===== src/rtl/banked_matrix_mem.sv =====
// banked_matrix_mem: parametrised word store for matrix operands and results.
// It sits between the matrix-multiply controller and the MAC datapath.
//
// Ports
//   clk       rising-edge clock
//   rst       synchronous active-high reset; starts a zero-fill of the array
//   clear     request a zero-fill of the whole array (taken only when idle)
//   busy      high while the zero-fill runs; write and read ports are ignored
//   wr_en     write strobe
//   wr_addr   write address; addresses >= DEPTH are dropped
//   wr_data   write data
//   rd_en     read request
//   rd_addr   read address; addresses >= DEPTH return zero
//   rd_data   registered read data; holds between reads
//   rd_valid  one-cycle pulse marking rd_data as the answer to last cycle's rd_en
//
// The array has no reset and a single write port shared by the clear engine and
// the write port, so it can map onto block RAM. The clear engine writes one word
// per cycle.
module banked_matrix_mem #(
   parameter int unsigned DATA_W   = 8,
   parameter int unsigned ADDR_W   = 5,
   parameter int unsigned DEPTH    = 1 << ADDR_W,
   parameter bit          WR_FIRST = 1'b1
) (
   input  logic              clk,
   input  logic              rst,
   input  logic              clear,
   output logic              busy,
   input  logic              wr_en,
   input  logic [ADDR_W-1:0] wr_addr,
   input  logic [DATA_W-1:0] wr_data,
   input  logic              rd_en,
   input  logic [ADDR_W-1:0] rd_addr,
   output logic [DATA_W-1:0] rd_data,
   output logic              rd_valid
);

   localparam logic [ADDR_W:0]   DepthExt = (ADDR_W + 1)'(DEPTH);
   localparam logic [ADDR_W-1:0] LastPtr  = ADDR_W'(DEPTH - 1);

   typedef enum logic [0:0] {StIdle, StClear} state_e;

   state_e            state_q, state_d;
   logic [ADDR_W-1:0] clr_ptr_q, clr_ptr_d;
   logic [DATA_W-1:0] rd_data_q, rd_data_d;
   logic              rd_valid_q, rd_valid_d;

   logic [DATA_W-1:0] mem_q [DEPTH];

   logic              wr_in_range;
   logic              rd_in_range;
   logic              port_we;
   logic              mem_we;
   logic [ADDR_W-1:0] mem_waddr;
   logic [DATA_W-1:0] mem_wdata;

   // Write-port and clear-engine arbitration onto the single array write port.
   always_comb begin
      wr_in_range = ({1'b0, wr_addr} < DepthExt);
      rd_in_range = ({1'b0, rd_addr} < DepthExt);
      // The edge that accepts clear performs no array write.
      port_we     = (state_q == StIdle) && !clear && wr_en && wr_in_range;
      mem_we      = !rst && ((state_q == StClear) || port_we);
      if (state_q == StClear) begin
         mem_waddr = clr_ptr_q;
         mem_wdata = '0;
      end else begin
         mem_waddr = wr_addr;
         mem_wdata = wr_data;
      end
   end

   // Next state for the clear engine.
   always_comb begin
      state_d   = state_q;
      clr_ptr_d = clr_ptr_q;
      unique case (state_q)
         StIdle: begin
            if (clear) begin
               state_d   = StClear;
               clr_ptr_d = '0;
            end
         end
         StClear: begin
            // clear is ignored here: a running fill never restarts.
            clr_ptr_d = clr_ptr_q + 1'b1;
            if (clr_ptr_q == LastPtr) begin
               state_d = StIdle;
            end
         end
         default: begin
            state_d   = StClear;
            clr_ptr_d = '0;
         end
      endcase
   end

   // Read response. mem_q still holds the pre-write word at this edge, so the
   // old-data case needs no extra logic.
   always_comb begin
      rd_valid_d = 1'b0;
      rd_data_d  = rd_data_q;
      if ((state_q == StIdle) && rd_en) begin
         rd_valid_d = 1'b1;
         if (!rd_in_range) begin
            rd_data_d = '0;
         end else if (WR_FIRST && port_we && (wr_addr == rd_addr)) begin
            rd_data_d = wr_data;
         end else begin
            rd_data_d = mem_q[rd_addr];
         end
      end
   end

   always_ff @(posedge clk) begin
      if (rst) begin
         state_q    <= StClear;
         clr_ptr_q  <= '0;
         rd_data_q  <= '0;
         rd_valid_q <= 1'b0;
      end else begin
         state_q    <= state_d;
         clr_ptr_q  <= clr_ptr_d;
         rd_data_q  <= rd_data_d;
         rd_valid_q <= rd_valid_d;
      end
   end

   always_ff @(posedge clk) begin
      if (mem_we) begin
         mem_q[mem_waddr] <= mem_wdata;
      end
   end

   assign busy     = (state_q == StClear);
   assign rd_data  = rd_data_q;
   assign rd_valid = rd_valid_q;

endmodule

===== config.mk =====
export PLATFORM = sky130hd
export DESIGN_NAME = banked_matrix_mem
export DESIGN_NICKNAME = d
export VERILOG_FILES = /design/src/rtl/banked_matrix_mem.sv
export SDC_FILE = /design/constraint.sdc
export NUM_CORES = 1
export LEC_CHECK = 0
export CORE_ASPECT_RATIO = 0.5
export CORE_MARGIN = 2
export CORE_UTILIZATION = 57
export CTS_BUF_LIST = sky130_fd_sc_hd__clkbuf_8
export DETAILED_ROUTE_END_ITERATION = 8
export GPL_ROUTABILITY_DRIVEN = 0
export PLACE_DENSITY = 0.88
export SYNTH_ARGS = -nofsm -noshare
export SYNTH_HDL_FRONTEND = slang
export SYNTH_SLANG_ARGS = --single-unit

===== constraint.sdc =====
create_clock -name clk -period 2 [get_ports clk]
set_input_delay 0.5 -clock clk [delete_from_list [all_inputs] [get_ports clk]]
set_output_delay 0.5 -clock clk [all_outputs]
set_load 0.05 [all_outputs]

## After elaboration in Yosys (flattened, before gate mapping)

Memories as Yosys holds them, arrays and structs flattened. A register that Yosys moved wholly into a read port is not among the register bits.
Index checks and enable logic that the tools add are counted.

- Register bits after elaboration: 7
- Latch bits: 0
- Memory bits (writable): 256
- Memory bits (read-only): 0
- Input bits: 23
- Output and inout port bits: 10
- Word-level logic and storage cells: 25
- Memories: 1

Memories:

| memory | depth | bits a word | read ports | clocked after memory_dff | write ports | RTL line | text |
|---|---|---|---|---|---|---|---|
| mem_q | 32 | 8 | 1 | 1 | 1 | 49 | `logic [DATA_W-1:0] mem_q [DEPTH];` |

- Add/sub/neg operators: 1
- $mul: 0
- Divide/modulo/power cells: 0
- Magnitude comparators: 0
- Equal/unequal tests: 2
- Shift-type cells: 0
- Mux-type cells: 10
- Bitwise operators: 1
- Reductions and logical operators: 7

Operators by type and width:

| operator | number |
|---|---|
| $mux W5 | 2 |
| $pmux W5 S2 | 1 |
| $mux W8 | 1 |
| $add A5 B1 Y5 const B | 1 |
| $eq A5 B5 Y1 const B | 1 |
| $mux W1 | 5 |
| $logic_and A1 B1 Y1 | 4 |
| $logic_not A1 Y1 | 2 |
| $ne A2 B2 Y1 const B | 1 |
| $pmux W1 S2 | 1 |
| $logic_or A1 B1 Y1 | 1 |
| $not A1 Y1 | 1 |

## Logic depth before layout (Yosys ltp)

- Depth after elaboration: 7
- Depth in mapped cells: 9

## Least setup slack after synthesis

No wires, ideal clock.

- Kind: reg2reg
- Start point: reg state_q (netlist: busy)
- End point: mem mem_q[24][0] (enable)
- Arrival: 2.180 ns
- Data required time: 1.630 ns
- Path slack: -0.550 ns
- Cell stages (with the launch flop): 8
- Period minus slack after synthesis: 2.550 ns
- Cell sequence: dfxtp_1 buf_4 buf_1 clkbuf_1 nand3_1 o21ai_0 nand2_1 nor2_1

- Longest elaborated chain between the ends: 7

Ends and longest elaborated chain:

| what | RTL line | text |
|---|---|---|
| start, declared | 44 | `state_e state_q, state_d;` |
| start signal, assigned | 118 | `state_q <= StClear;` |
| start signal, assigned | 123 | `state_q <= state_d;` |
| $not A1 Y1 | 63 | `port_we = (state_q == StIdle) && !clear && wr_en && wr_in_range;` |
| $logic_and A1 B1 Y1 (2 in a row) | 63 |  |
| $logic_or A1 B1 Y1 | 64 | `mem_we = !rst && ((state_q == StClear) \|\| port_we);` |
| $logic_and A1 B1 Y1 | 64 |  |
| $mux W1 | 131 | `if (mem_we) begin` |
| $mux W1 (not written as such) | 132 | `mem_q[mem_waddr] <= mem_wdata;` |
| end, declared | 49 |  |

Parallel ways exist; a longest one is shown, timed or not.

==> results.txt <==
The flow ran to the end, but the final reports show violations. The checks that failed: setup timing. The fraction of synthesized cell area taken by the top area cell type is 0.694. By instance count, the leading cell after synthesis is edfxtp_1.

Counting every net in the synthesized netlist gives 629. In this run the power density over the cells is 802 nW/um^2. The final total power is 11.1 mW. The worst min-delay path startpoint is rd_data[5]. Traced cell by cell, the critical path runs through buf_4 > buf_12 > mux4_2 > mux2i_1 > mux2i_1 > mux2i_1 > o21ai_1. The nature of the critical path endpoint is a flip-flop. At the later pin of the worst-skew pair, clock insertion delay measures 0.55 ns. Among all flip-flop cells after synthesis, the most frequent one is edfxtp_1. The worst-margin pin slew came out at 0.830 ns.

The total congestion overflow is 0. The number of hold violations in the final report is 0. The post-synthesis average cell area came out at 18.3 um^2. The final setup slack of the worst path is -0.339 ns. In this run the critical register-to-register path is launched from mem_q[14][2]. The post-detailed-route DRC marker count came out at 0.

The count of unique library cells instantiated by Yosys came out at 50. The worst setup path is launched from a primary input. The worst clock skew came out at 0.0431 ns.

Data on the critical path is required at its endpoint by 2.40 ns. The count of cells along the worst hold path is 2. The per-cell via count in the routed design is 7.05.

The average routed wire per standard cell came out at 33.2 um. The final critical path time including I/O delays and setup came out at 2.34 ns. By area the synthesized netlist is led by edfxtp_1 69%, mux4_2 9.1%, mux2i_1 5.0%. The leakage power is 4.83 nW.

Summed over all instances, the cell type with the most area after synthesis is edfxtp_1. The number of setup violations in the final report came out at 117. Across every metal layer, demand over resource in global routing totals 0.316.

In this run the cell area of the synthesized design comes to 11100 um^2. The number of enable-type register cells in the synthesized netlist is 256. Setup repair after global routing could not meet its margin everywhere. The proportion of synthesized flip-flops having asynchronous set or reset came out at 0. In this run the remaining antenna-violating nets after routing total 0. The largest stage delay on the critical path is 0.54 ns. The number of buffers inserted for hold repair after clock tree synthesis came out at 0. The total clock buffers created by CTS is 36. The top achievable clock speed came out at 0.427 GHz. The slowest stage of the critical path belongs to the cell mux4_2.

The final clock period utilization by the worst path came out at 1.17. In this run the number of H-tree levels came out at 2. Yosys printed 0 warnings. The violation count after the first detailed-route iteration came out at 1496. TritonCTS built the clock tree. Counting instances in the post-synthesis netlist gives the leading cell types as 256 x edfxtp_1, 55 x mux2i_1, 45 x mux4_2.

CTS saw 271 sinks. The wire-length estimate of the detail-placed layout is 19.3 mm. The register bit total from synthesis came out at 271. The count of TritonRoute iterations in the first routing pass came out at 9. After routing, the total negative slack on setup checks comes to -4.71 ns. The routed layout has 7370 vias. 33 I/O pins were placed. The first-pass GRT wire length came out at 46.3 mm. The clock transition at the register clock pins on the worst setup and hold paths after CTS came out at 0.08 ns. In this run the worst hold path is classified as flip-flop to flip-flop. The number of antenna violations at the first check in global routing is 0. The total wire length after detailed routing came out at 34.7 mm. The x dimension of the die is 201 um. The maximum fanout along the worst path is 19. Measured along the y axis, the die boundary spans 103 um. Once layout is complete, the utilization of the core stands at 0.738. The hold slack is 0.529 ns.

The reg-to-reg setup timing slack is -0.19 ns. The share of post-route cells with drive strength above 1 came out at 0.392. The standard-cell row count is 35. The area growth from synthesis to final layout came out at 24.8%.

The tool flagged a number of max-cap violations equal to 0. The clock tree root driver cell is clkbuf_8. The via count of the first global-routing pass was 7002.

The share of the Yosys chip area taken by registers is 0.721. In the synthesized netlist, the number of instances is 604. The die covers 20600 um^2.

The most frequent cell on the critical path is mux2i_1. The maximum VDD drop came out at 0.336 mV. The maximum clock path buffer count came out at 3.

The worst endpoint data arrival time came out at 2.74 ns. The final net count came out at 789. The floorplan step defined a core boundary enclosing 18700 um^2.

The number of cells on the worst reg-to-reg path is 5. The largest net degree at the start of global routing came out at 31. The max-slew violation count came out at 0. For hold timing, the worst endpoint is rd_data[5]. The initial standard-cell utilization of the core came out at 0.591. The critical path is of the primary input to flip-flop type.

The headroom to the max-slew limit is 0.444. The count of input and output buffers came out at 32. The capturing point of the worst reg2reg path is rd_data[2].
==> area by class of cell <==
cell class	instances	area, um^2
Antenna cell	1	2.50
Clock buffer	38	523
Clock inverter	21	139
Fill cell	893	4910
Inverter	6	26.3
Multi-Input combinational cell	295	3290
Sequential cell	271	7990
Tap cell	259	324
Timing Repair Buffer	154	1540
==> worst max-delay path by stage <==
stage,depth (start not counted),startpoint,to
floorplan,4,busy,mem_q[0][1]
global placement,7,rd_addr[3],rd_data[4]
detailed placement,7,rd_addr[3],rd_data[4]
CTS,6,busy,mem_q[28][7]
global route,7,rd_addr[1],rd_data[2]
finish,7,rd_addr[1],rd_data[2]
==> report_power, final <==
| part | switching, mW | internal (mW) | total (mW) | leakage (nW) |
|---|---|---|---|---|
| Sequential | 0.0215 | 6.15 | 6.17 | 2.50 |
| Combinational | 0.477 | 0.375 | 0.853 | 1.95 |
| Clock | 2.06 | 2.01 | 4.08 | 0.373 |
| Total | 2.56 | 8.53 | 11.1 | 4.83 |
==> metal layers <==
metal  up-vias  track usage  share of wire
li1       2763            -              -
met1      3496        0.415           0.32
met2       870        0.467           0.43
met3       241        0.123           0.17
met4         0        0.166          0.069
met5         -            0              0
==> cell families (layout without fill, tap and decap cells) <==
kind of cell,count (synthesis),in the layout,share of synthesized area
AOI/OAI and AO/OA,61,61,0.0392
DFF,271,271,0.721
buffers and inverters,38,219,0.0212
xor gates and xnor gates,5,5,0.00395
muxes,111,111,0.163
and+or+nand+nor,116,116,0.0499
adders and majority gates,2,2,0.00226
other,0,1,0
==> what timing repair did <==
item,CTS,global route
resized for setup,13,53
endpoints found under the hold margin,0,0
pin swaps,0,14
endpoints found under the setup margin,72,166
buffers inserted,0,13
==> state kept, by name, summed over array words and instances (netlist names) <==
name / flops
busy: 1
clr_ptr_q: 5
mem_q: 256
rd_data: 8
rd_valid: 1
==> worst max-delay path: cells and delay by family <==
family	cells	cell delay, ns
compound gates	1	0.13
buf+inv	2	0.52
mux	4	1.57
==> through the flow <==
step | setup slack, ns | cell area (um^2) | cells
floorplan | -0.148 | 11300 | 604
global placement | -0.448 | 12800 | 972
detailed placement | -0.500 | 12800 | 972
CTS | -0.0529 | 13500 | 1031
global route | -0.238 | 13800 | 1044
finish | -0.339 | 13800 | 1045
==> placed cells by master, fill, tap and decap left out, types with 11 or more instances in the layout <==
master	instances
edfxtp_1	256
buf_4	99
mux2i_1	50
mux4_2	47
clkbuf_8	38
buf_12	24
nor2_4	21
clkdlybuf4s50_1	19
nand2_1	15
inv_1	14
dfxtp_1	14
nor2_2	12
nor2_1	11
(Power assumes the default switching activity.)
